## src/rtl/cu_pkg.sv

```systemverilog
// Shared encodings for the multi-cycle control unit: opcodes, write-source and
// PC-select codes, FSM states and the decoded-instruction record.
package cu_pkg;

    localparam logic [3:0] OP_MOV  = 4'h0;
    localparam logic [3:0] OP_ADD  = 4'h1;
    localparam logic [3:0] OP_AND  = 4'h2;
    localparam logic [3:0] OP_NOT  = 4'h3;
    localparam logic [3:0] OP_NOR  = 4'h4;
    localparam logic [3:0] OP_SLT  = 4'h5;
    localparam logic [3:0] OP_SLL  = 4'h6;
    localparam logic [3:0] OP_SRL  = 4'h7;
    localparam logic [3:0] OP_J    = 4'h8;
    localparam logic [3:0] OP_JAL  = 4'h9;
    localparam logic [3:0] OP_LW   = 4'hA;
    localparam logic [3:0] OP_SW   = 4'hB;
    localparam logic [3:0] OP_BEQ  = 4'hC;
    localparam logic [3:0] OP_BNE  = 4'hD;
    localparam logic [3:0] OP_ADDI = 4'hE;
    localparam logic [3:0] OP_LI   = 4'hF;

    localparam logic [1:0] SEL_W_ALU  = 2'd0;
    localparam logic [1:0] SEL_W_MEM  = 2'd1;
    localparam logic [1:0] SEL_W_LINK = 2'd2;
    localparam logic [1:0] SEL_W_IMM  = 2'd3;

    localparam logic [1:0] PC_SEL_NEXT   = 2'd0;
    localparam logic [1:0] PC_SEL_JUMP   = 2'd1;
    localparam logic [1:0] PC_SEL_BRANCH = 2'd2;

    typedef enum logic [2:0] {
        ST_FETCH  = 3'd0,
        ST_DECODE = 3'd1,
        ST_EXEC   = 3'd2,
        ST_MEM    = 3'd3,
        ST_WB     = 3'd4
    } state_t;

    typedef enum logic [1:0] {
        WA_NONE = 2'd0,
        WA_RT   = 2'd1,
        WA_ZERO = 2'd2,
        WA_ONES = 2'd3
    } wr_addr_kind_t;

    typedef struct packed {
        logic          writes_reg;
        wr_addr_kind_t wr_addr_kind;
        logic [1:0]    sel_w_source;
        logic          is_mem;
        logic          is_load;
        logic          is_jump;
        logic          is_branch;
    } decode_t;

endpackage

```

## src/rtl/cu_decode.sv

```systemverilog
// Combinational opcode decoder: classifies an opcode into register-write,
// write-source, memory and control-flow attributes.
module cu_decode
    import cu_pkg::*;
(
    input  logic [3:0] opcode,
    output decode_t    dec
);

    always_comb begin
        dec = '0;
        case (opcode)
            OP_MOV, OP_NOT, OP_SLL, OP_SRL, OP_ADDI: begin
                dec.writes_reg   = 1'b1;
                dec.wr_addr_kind = WA_RT;
                dec.sel_w_source = SEL_W_ALU;
            end
            OP_ADD, OP_AND, OP_NOR, OP_SLT: begin
                dec.writes_reg   = 1'b1;
                dec.wr_addr_kind = WA_ZERO;
                dec.sel_w_source = SEL_W_ALU;
            end
            OP_J: begin
                dec.is_jump = 1'b1;
            end
            OP_JAL: begin
                dec.is_jump      = 1'b1;
                dec.writes_reg   = 1'b1;
                dec.wr_addr_kind = WA_ONES;
                dec.sel_w_source = SEL_W_LINK;
            end
            OP_LW: begin
                dec.is_mem       = 1'b1;
                dec.is_load      = 1'b1;
                dec.writes_reg   = 1'b1;
                dec.wr_addr_kind = WA_RT;
                dec.sel_w_source = SEL_W_MEM;
            end
            OP_SW: begin
                dec.is_mem = 1'b1;
            end
            OP_BEQ, OP_BNE: begin
                dec.is_branch = 1'b1;
            end
            OP_LI: begin
                dec.writes_reg   = 1'b1;
                dec.wr_addr_kind = WA_RT;
                dec.sel_w_source = SEL_W_IMM;
            end
            default: dec = '0;
        endcase
    end

endmodule

```

## src/rtl/multicycle_control_unit.sv

```systemverilog
// Multi-cycle sequencer: fetches over valid/ready, then walks DECODE/EXEC or
// DECODE/MEM(/WB), driving register-file, memory and PC control strobes.
module multicycle_control_unit
    import cu_pkg::*;
#(
    parameter int unsigned INSTR_W    = 8,
    parameter int unsigned REG_ADDR_W = 2,
    parameter int unsigned CNT_W      = 16
) (
    input  logic                  clk,
    input  logic                  reset,
    input  logic                  instr_valid,
    input  logic [INSTR_W-1:0]    instr,
    output logic                  instr_ready,
    input  logic                  zero_flag,
    input  logic                  mem_ready,
    output logic [3:0]            alu_op,
    output logic [REG_ADDR_W-1:0] reg_addr_0,
    output logic [REG_ADDR_W-1:0] reg_addr_1,
    output logic [REG_ADDR_W-1:0] reg_addr_w,
    output logic                  reg_w_en,
    output logic                  mem_r_en,
    output logic                  mem_w_en,
    output logic [1:0]            sel_w_source,
    output logic [1:0]            pc_sel,
    output logic                  pc_w_en,
    output logic                  busy,
    output logic [CNT_W-1:0]      retire_count
);

    state_t               state;
    logic [INSTR_W-1:0]   instr_reg;
    logic [CNT_W-1:0]     retire_cnt;
    logic [3:0]           opcode;
    logic [REG_ADDR_W-1:0] rs, rt;
    decode_t              dec;

    assign opcode = instr_reg[INSTR_W-1 -: 4];
    assign rs     = instr_reg[REG_ADDR_W-1:0];
    assign rt     = instr_reg[2*REG_ADDR_W-1 -: REG_ADDR_W];

    cu_decode u_decode (
        .opcode (opcode),
        .dec    (dec)
    );

    always_ff @(posedge clk) begin
        if (reset) begin
            state      <= ST_FETCH;
            instr_reg  <= '0;
            retire_cnt <= '0;
        end else begin
            if (pc_w_en)
                retire_cnt <= retire_cnt + CNT_W'(1);
            unique case (state)
                ST_FETCH: begin
                    if (instr_valid) begin
                        instr_reg <= instr;
                        state     <= ST_DECODE;
                    end
                end
                ST_DECODE: state <= dec.is_mem ? ST_MEM : ST_EXEC;
                ST_EXEC:   state <= ST_FETCH;
                ST_MEM: begin
                    if (mem_ready)
                        state <= dec.is_load ? ST_WB : ST_FETCH;
                end
                ST_WB:     state <= ST_FETCH;
                default:   state <= ST_FETCH;
            endcase
        end
    end

    // Branch resolution and store retirement depend on same-cycle zero_flag and
    // mem_ready, so strobes decode from the registered state rather than being
    // registered one cycle early. Reset masks everything immediately.
    always_comb begin
        instr_ready  = 1'b0;
        busy         = 1'b0;
        alu_op       = '0;
        reg_addr_0   = '0;
        reg_addr_1   = '0;
        reg_addr_w   = '0;
        reg_w_en     = 1'b0;
        mem_r_en     = 1'b0;
        mem_w_en     = 1'b0;
        sel_w_source = SEL_W_ALU;
        pc_sel       = PC_SEL_NEXT;
        pc_w_en      = 1'b0;
        retire_count = '0;
        if (!reset) begin
            retire_count = retire_cnt;
            instr_ready  = (state == ST_FETCH);
            busy         = (state != ST_FETCH);
            if (state != ST_FETCH) begin
                reg_addr_0   = rs;
                reg_addr_1   = rt;
                sel_w_source = dec.sel_w_source;
                case (dec.wr_addr_kind)
                    WA_RT:   reg_addr_w = rt;
                    WA_ONES: reg_addr_w = '1;
                    default: reg_addr_w = '0;
                endcase
            end
            unique case (state)
                ST_EXEC: begin
                    alu_op   = opcode;
                    pc_w_en  = 1'b1;
                    reg_w_en = dec.writes_reg;
                    if (dec.is_jump)
                        pc_sel = PC_SEL_JUMP;
                    else if (dec.is_branch && (zero_flag ^ (opcode == OP_BNE)))
                        pc_sel = PC_SEL_BRANCH;
                end
                ST_MEM: begin
                    alu_op   = opcode;
                    mem_r_en = dec.is_load;
                    mem_w_en = !dec.is_load;
                    pc_w_en  = !dec.is_load && mem_ready;
                end
                ST_WB: begin
                    reg_w_en = 1'b1;
                    pc_w_en  = 1'b1;
                end
                default: ;
            endcase
        end
    end

endmodule
```

## config.mk

```make
export PLATFORM = sky130hd
export DESIGN_NAME = multicycle_control_unit
export DESIGN_NICKNAME = d
export VERILOG_FILES = /design/src/rtl/cu_pkg.sv /design/src/rtl/cu_decode.sv /design/src/rtl/multicycle_control_unit.sv
export SDC_FILE = /design/constraint.sdc
export NUM_CORES = 1
export LEC_CHECK = 0
export ABC_AREA = 1
export CAP_MARGIN = 10
export CORE_MARGIN = 4
export CORE_UTILIZATION = 35
export DETAILED_ROUTE_END_ITERATION = 12
export PLACE_DENSITY = 0.63
export SKIP_LAST_GASP = 1
export SLEW_MARGIN = 20
export SYNTH_ARGS = -nofsm -noshare
export SYNTH_HDL_FRONTEND = slang
export SYNTH_SLANG_ARGS = --single-unit
export TNS_END_PERCENT = 1
```

## constraint.sdc

```tcl
create_clock -name clk -period 1.15 [get_ports clk]
set_input_delay 0.23 -clock clk [delete_from_list [all_inputs] [get_ports clk]]
set_output_delay 0.23 -clock clk [all_outputs]
set_load 0.01 [all_outputs]
```

* Word level (Yosys, flattened, before mapping) *
Index checks and enable logic that the tools add are counted.
Widths: inputs -> output; s select.

storage, ports and cells
  register bits after elaboration = 27
  latch bits = 0
  RAM bits = 0
  ROM bits = 0
  logic and storage cells = 79
  memories kept = 0

cells by class
  $add $sub $neg = 1
  $mul = 0
  div/mod/pow operators = 0
  order comparisons = 0
  equal/unequal tests = 23
  shift-type cells = 0
  muxes and demuxes = 36
  bitwise logic cells = 1
  reduce and logical (&&, ||, !) cells = 15

operator list
  cell                   number
  $eq 4x4->1 const B     8
  $pmux 5 s5             1
  $mux 2                 12
  $add 16x1->16 const B  1
  $eq 4x3->1 const B     4
  $mux 16                1
  $mux 1                 13
  $reduce_or 2->1        5
  $mux 3                 3
  $pmux 3 s3             1
  $eq 4x2->1 const B     2
  $mux 4                 2
  $eq 3x2->1 const B     2
  $reduce_or 5->1        1
  $eq 4x1->1 const B     1
  $logic_not 4->1        1
  $ne 2x2->1 const B     2
  $pmux 1 s2             2
  $pmux 2 s2             1
  $reduce_and 2->1       2
  $reduce_or 4->1        1
  $eq 3x1->1 const B     1
  $eq 3x3->1 const B     1
  $logic_not 3->1        1
  other kinds (6)        7

* Depth between registers and ports, before layout *
  word-level depth = 8
  gate-level depth with buffers = 10

* By module *
From an unflattened synthesis, not the netlist that was laid out.

unflattened totals
  cells, all modules = 273
  area total of the unflattened synthesis = 1660.3 um^2

modules (own cells, without submodules)
  module                   instances  cells an instance  area an instance (um^2)  seq. area each (um^2)
  multicycle_control_unit  1          247                1545.2                   540.5
  cu_decode                1          26                 115.1                    0.0

* Worst setup path after synthesis *
No wires, ideal clock.

  path kind = register to output
  start = reg state[0]
  end = out reg_addr_w[0]
  arrival time = 1.194 ns
  required time = 0.920 ns
  path slack = -0.274 ns
  stages on the path, launching flop included = 7
  buffers on the path = 0
  cell sequence = dfxtp_1 inv_1 nand3_1 inv_1 nor2_1 nand3_1 a21oi_1

between the ends
  cells in the longest elaborated chain, start to end = 3

ends and longest elaborated chain
  what                      line                           source
  start: declaration        multicycle_control_unit.sv:31  state_t state;
  start signal: assignment  multicycle_control_unit.sv:62  ST_DECODE: state <= dec.is_mem ? ST_MEM : ST_EXEC;
  start signal: assignment  multicycle_control_unit.sv:66  state <= dec.is_load ? ST_WB : ST_FETCH;
  $reduce_bool 3->1         multicycle_control_unit.sv:95  if (state != ST_FETCH) begin
  $mux 2                    multicycle_control_unit.sv:95
  $mux 2                    multicycle_control_unit.sv:91  if (!reset) begin
  end: declaration          multicycle_control_unit.sv:20  output logic [REG_ADDR_W-1:0] reg_addr_w,

Every way passes these cells.

* Worst setup path in the final report *
  start = reg state[1]
  end = out reg_w_en

between the ends
  cells in the longest elaborated chain, start to end = 3
  elaborated cells between the ends (all ways) = 4
  those cells by class = eq/ne: 2; mux: 2

ends and longest elaborated chain
  what                                      line                            source
  $eq 3x3->1 or $eq 3x2->1 (tied branches)  multicycle_control_unit.sv:105  unique case (state)
  $pmux 1 s2 *                              multicycle_control_unit.sv:105
  $mux 1 *                                  multicycle_control_unit.sv:91
  end: declaration                          multicycle_control_unit.sv:21   output logic reg_w_en,

Every way passes the cells marked *; elsewhere a longest branch is shown, timed or not.

==> key figures <==
Logic synthesis
  • #FFs+latches synth: 27
  • Syn avg cell area: 6.02 µm²
  • Asr flop ratio synth: 0%
  • Register area share after synthesis: around 34%
  • Main synth FF type: dfxtp_1
  • Post-synthesis cell type count: 24
  • Post-Syn Instances: 265
  • Number of flops mapped to enable cells by yosys: 0
  • Synthesized Nets: 279
  • Cell Area, Synth: 1600 µm²
  • Yosys warns: 0

Floorplanning
  • Initial Utilization: 36.4%
  • Rows: 24
  • Die area: about 5700 µm²
  • Chip Height: 75.5 µm
  • Core area: around 4400 µm²
  • Io pins: 49
  • Die X: roughly 76 µm

STA
  • Fin Hold WS: 524 ps
  • Endpoints failing hold: 0
  • Skew final: around 4.0 ps
  • Least-Margin Pin Slew: 278 ps
  • PnR worst setup slack: -453 ps
  • Fmax: 624 MHz
  • Worst slew margin: roughly 80%
  • Slew Limit Fails: 0
  • Fin crit period: 1600 ps
  • RSZ-0062 raised after global routing: yes
  • # setup viols final: 62
  • Final worst-path cycle share: 139%

Finish
  • Antenna diode count: 0
  • Max reg flops: 16
  • Share of layout cells above drive strength 1: 38.0%
  • Area Growth Syn to Fin: 75.3%
  • Final net count: between 300 and 400
  • Post-layout instance area: 2800 µm²
  • Final Util: between 60% and 70%

Detailed routing
  • First-iteration detailed-routing DRC count: 40
  • Via count: 2012
  • First-pass detailed-route iteration total: 4
  • Drt total wl: 4.79 mm
  • DRC: 0
  • Final ANT Viol Nets: 0
  • DR WL/cell: between 10 and 15 µm
  • Mean number of vias per cell: 4.61

Worst hold path
  • Worst min path class: reg2reg
  • WHS Endpoint: retire_cnt[7]
  • Hold path startpoint: retire_cnt[7]
  • Worst hold path stage count: 2

Global route
  • Wire length of the first global-routing pass: 8.18 mm
  • Initial antenna violation count: 0
  • Global Route Usage Sum: 17.9%
  • Vias in the first global route: slightly below 2000
  • Overflow after GRT: 0
  • Pin count of the biggest net entering global routing: 26

Pwr
  • Leakage: 1.30 nW
  • Peak supply drop: roughly 0.00043 V
  • PwrDens: 817 nW/µm²

Run status
  • Status: finished, violations left
  • Violated checks: negative setup slack

Job
  • Max-cap violation count: 0

Clocking
  • CTS Root Cell: clkbuf_8
  • TritonCTS clock tree: done
  • Hold buffers post-CTS: 0
  • H-tree depth: 1
  • CTS Buf Count: 3
  • Max Root-Sink Buffers: 2
  • Num Clock Sinks: 27
  • Clock slew at reported path FFs: 100 ps
  • Clk_lat worst skew: about 270 ps

Critical path
  • R2R Setup Slk: -340 ps
  • Reg2Reg Depth: 8
  • Startpoint Class: flop
  • Worst Path Max Fanout: 4
  • Crit path largest cell delay: 370 ps
  • Crit-path cells: buf_4 -> nor3_4 -> buf_4 -> a21oi_2 -> nor2_1 -> buf_2
  • CP dominant cell by count: buf_4
  • Reg2reg start: state[1]
  • Critical path class: reg2out
  • WP data required: 920 ps
  • Worst setup EP type: output pin
  • RR Endpoint: retire_cnt[0]
  • CP Data Arrival Time: 1370 ps
  • Slowest stage cell, crit path: dfxtp_4

Placement
  • DPL Wire Length: 3.62 mm
  • Placed cell area: 2670 µm²
  • Pre-CTS WS: -855 ps
  • I/O Buffers: 48
  • Final Wtd Congestion: ~0.9
per-stage QoR:
stage          instances  TNS (ps)  power, mW
5_1_grt              436    -24310       2.41
3_3_place_gp         425    -34870       1.67
6_report             436    -18930       2.29
4_1_cts              436    -20660       2.28
3_5_place_dp         425    -35700       1.68
2_1_floorplan        265     -1090       1.33
worst max-delay path, delay by kind of cell (launching register included):
family,cells,cell delay [ps]
AO/OA/AOI/OAI,1,30
buffers and inverters,3,420
flip-flops,1,370
AND/OR/NAND/NOR,2,280
logic make-up after synthesis:
logic type | after synthesis | synth area share, %
AO/OA/AOI/OAI | 30 | 9.56
XOR/XNOR | 1 | 0.549
adder cells (fa/ha/maj) | 1 | 0.784
buffers and inverters | 48 | 12.6
flip-flops | 27 | 33.9
AND/OR/NAND/NOR | 158 | 42.6
cells in the mapped netlist, types with 2 or more instances:
library cell / number / share of area (%)
buf_6: 2 / 1.4
o21ai_0: 11 / 3.4
a21oi_1: 18 / 5.6
nor2_2: 4 / 1.6
nor3_1: 13 / 4.1
nand4_1: 4 / 1.6
dfxtp_1: 27 / 34
nand3_1: 21 / 6.6
buf_2: 2 / 0.63
clkbuf_1: 3 / 0.71
nand2_1: 52 / 12
inv_1: 39 / 9.2
nor2_1: 58 / 14
worst max-delay path by stage:
stage | endpoint | slack, ps | startpoint | cells past startpoint
floorplan | retire_cnt[13] | -70 | state[2] | 10
global placement | reg_addr_w[1] | -840 | reset | 6
detailed placement | reg_addr_w[1] | -860 | reset | 6
CTS | pc_w_en | -450 | state[2] | 8
global route | reg_addr_w[1] | -540 | state[0] | 7
finish | reg_w_en | -450 | state[1] | 6
cell usage in the layout, fill, tap and decap left out, drive strengths merged:
master,instances
a21oi,18
and2,1
buf,88
clkbuf,3
clkdlybuf4s15,5
clkdlybuf4s50,17
clkinv,1
dfxtp,27
dlygate4sd2,13
ha,1
inv,40
nand2,54
nand3,22
nand3b,1
nand4,4
nor2,62
nor3,13
nor4,1
o21ai,11
o21bai,1
xnor2,1
area by class of cell:
| class | instances | area [µm²] |
|---|---|---|
| fillers | 436 | 1590 |
| repair buffers | 123 | 988 |
| inverters | 40 | 163 |
| well taps | 52 | 65.1 |
| flip-flops and latches | 27 | 558 |
| clock inverters | 1 | 5.00 |
| multi-input cells | 190 | 978 |
| clock buffers | 3 | 41.3 |
where the power goes:
group / total (mW) / internal (mW) / switching (mW)
clock: 0.555 / 0.243 / 0.312
sequential: 1.03 / 0.985 / 0.0415
combinational: 0.706 / 0.349 / 0.357
total: 2.29 / 1.58 / 0.710
metal layers:
metal | routed length (µm) | GRT usage (%) | up-vias
li1 | - | - | 1071
met1 | 2180 | 22.5 | 909
met2 | 2430 | 32.9 | 28
met3 | 149 | 2.11 | 4
met4 | 42 | 3.69 | 0
met5 | 0 | 0 | -
repair_timing:
action                                  4_1_cts  5_1_grt
endpoints found under the setup margin       62       63
resized for setup                           111        8
pin swaps                                    11        6
setup buffers                                 7        1
(Power assumes the default switching activity.)
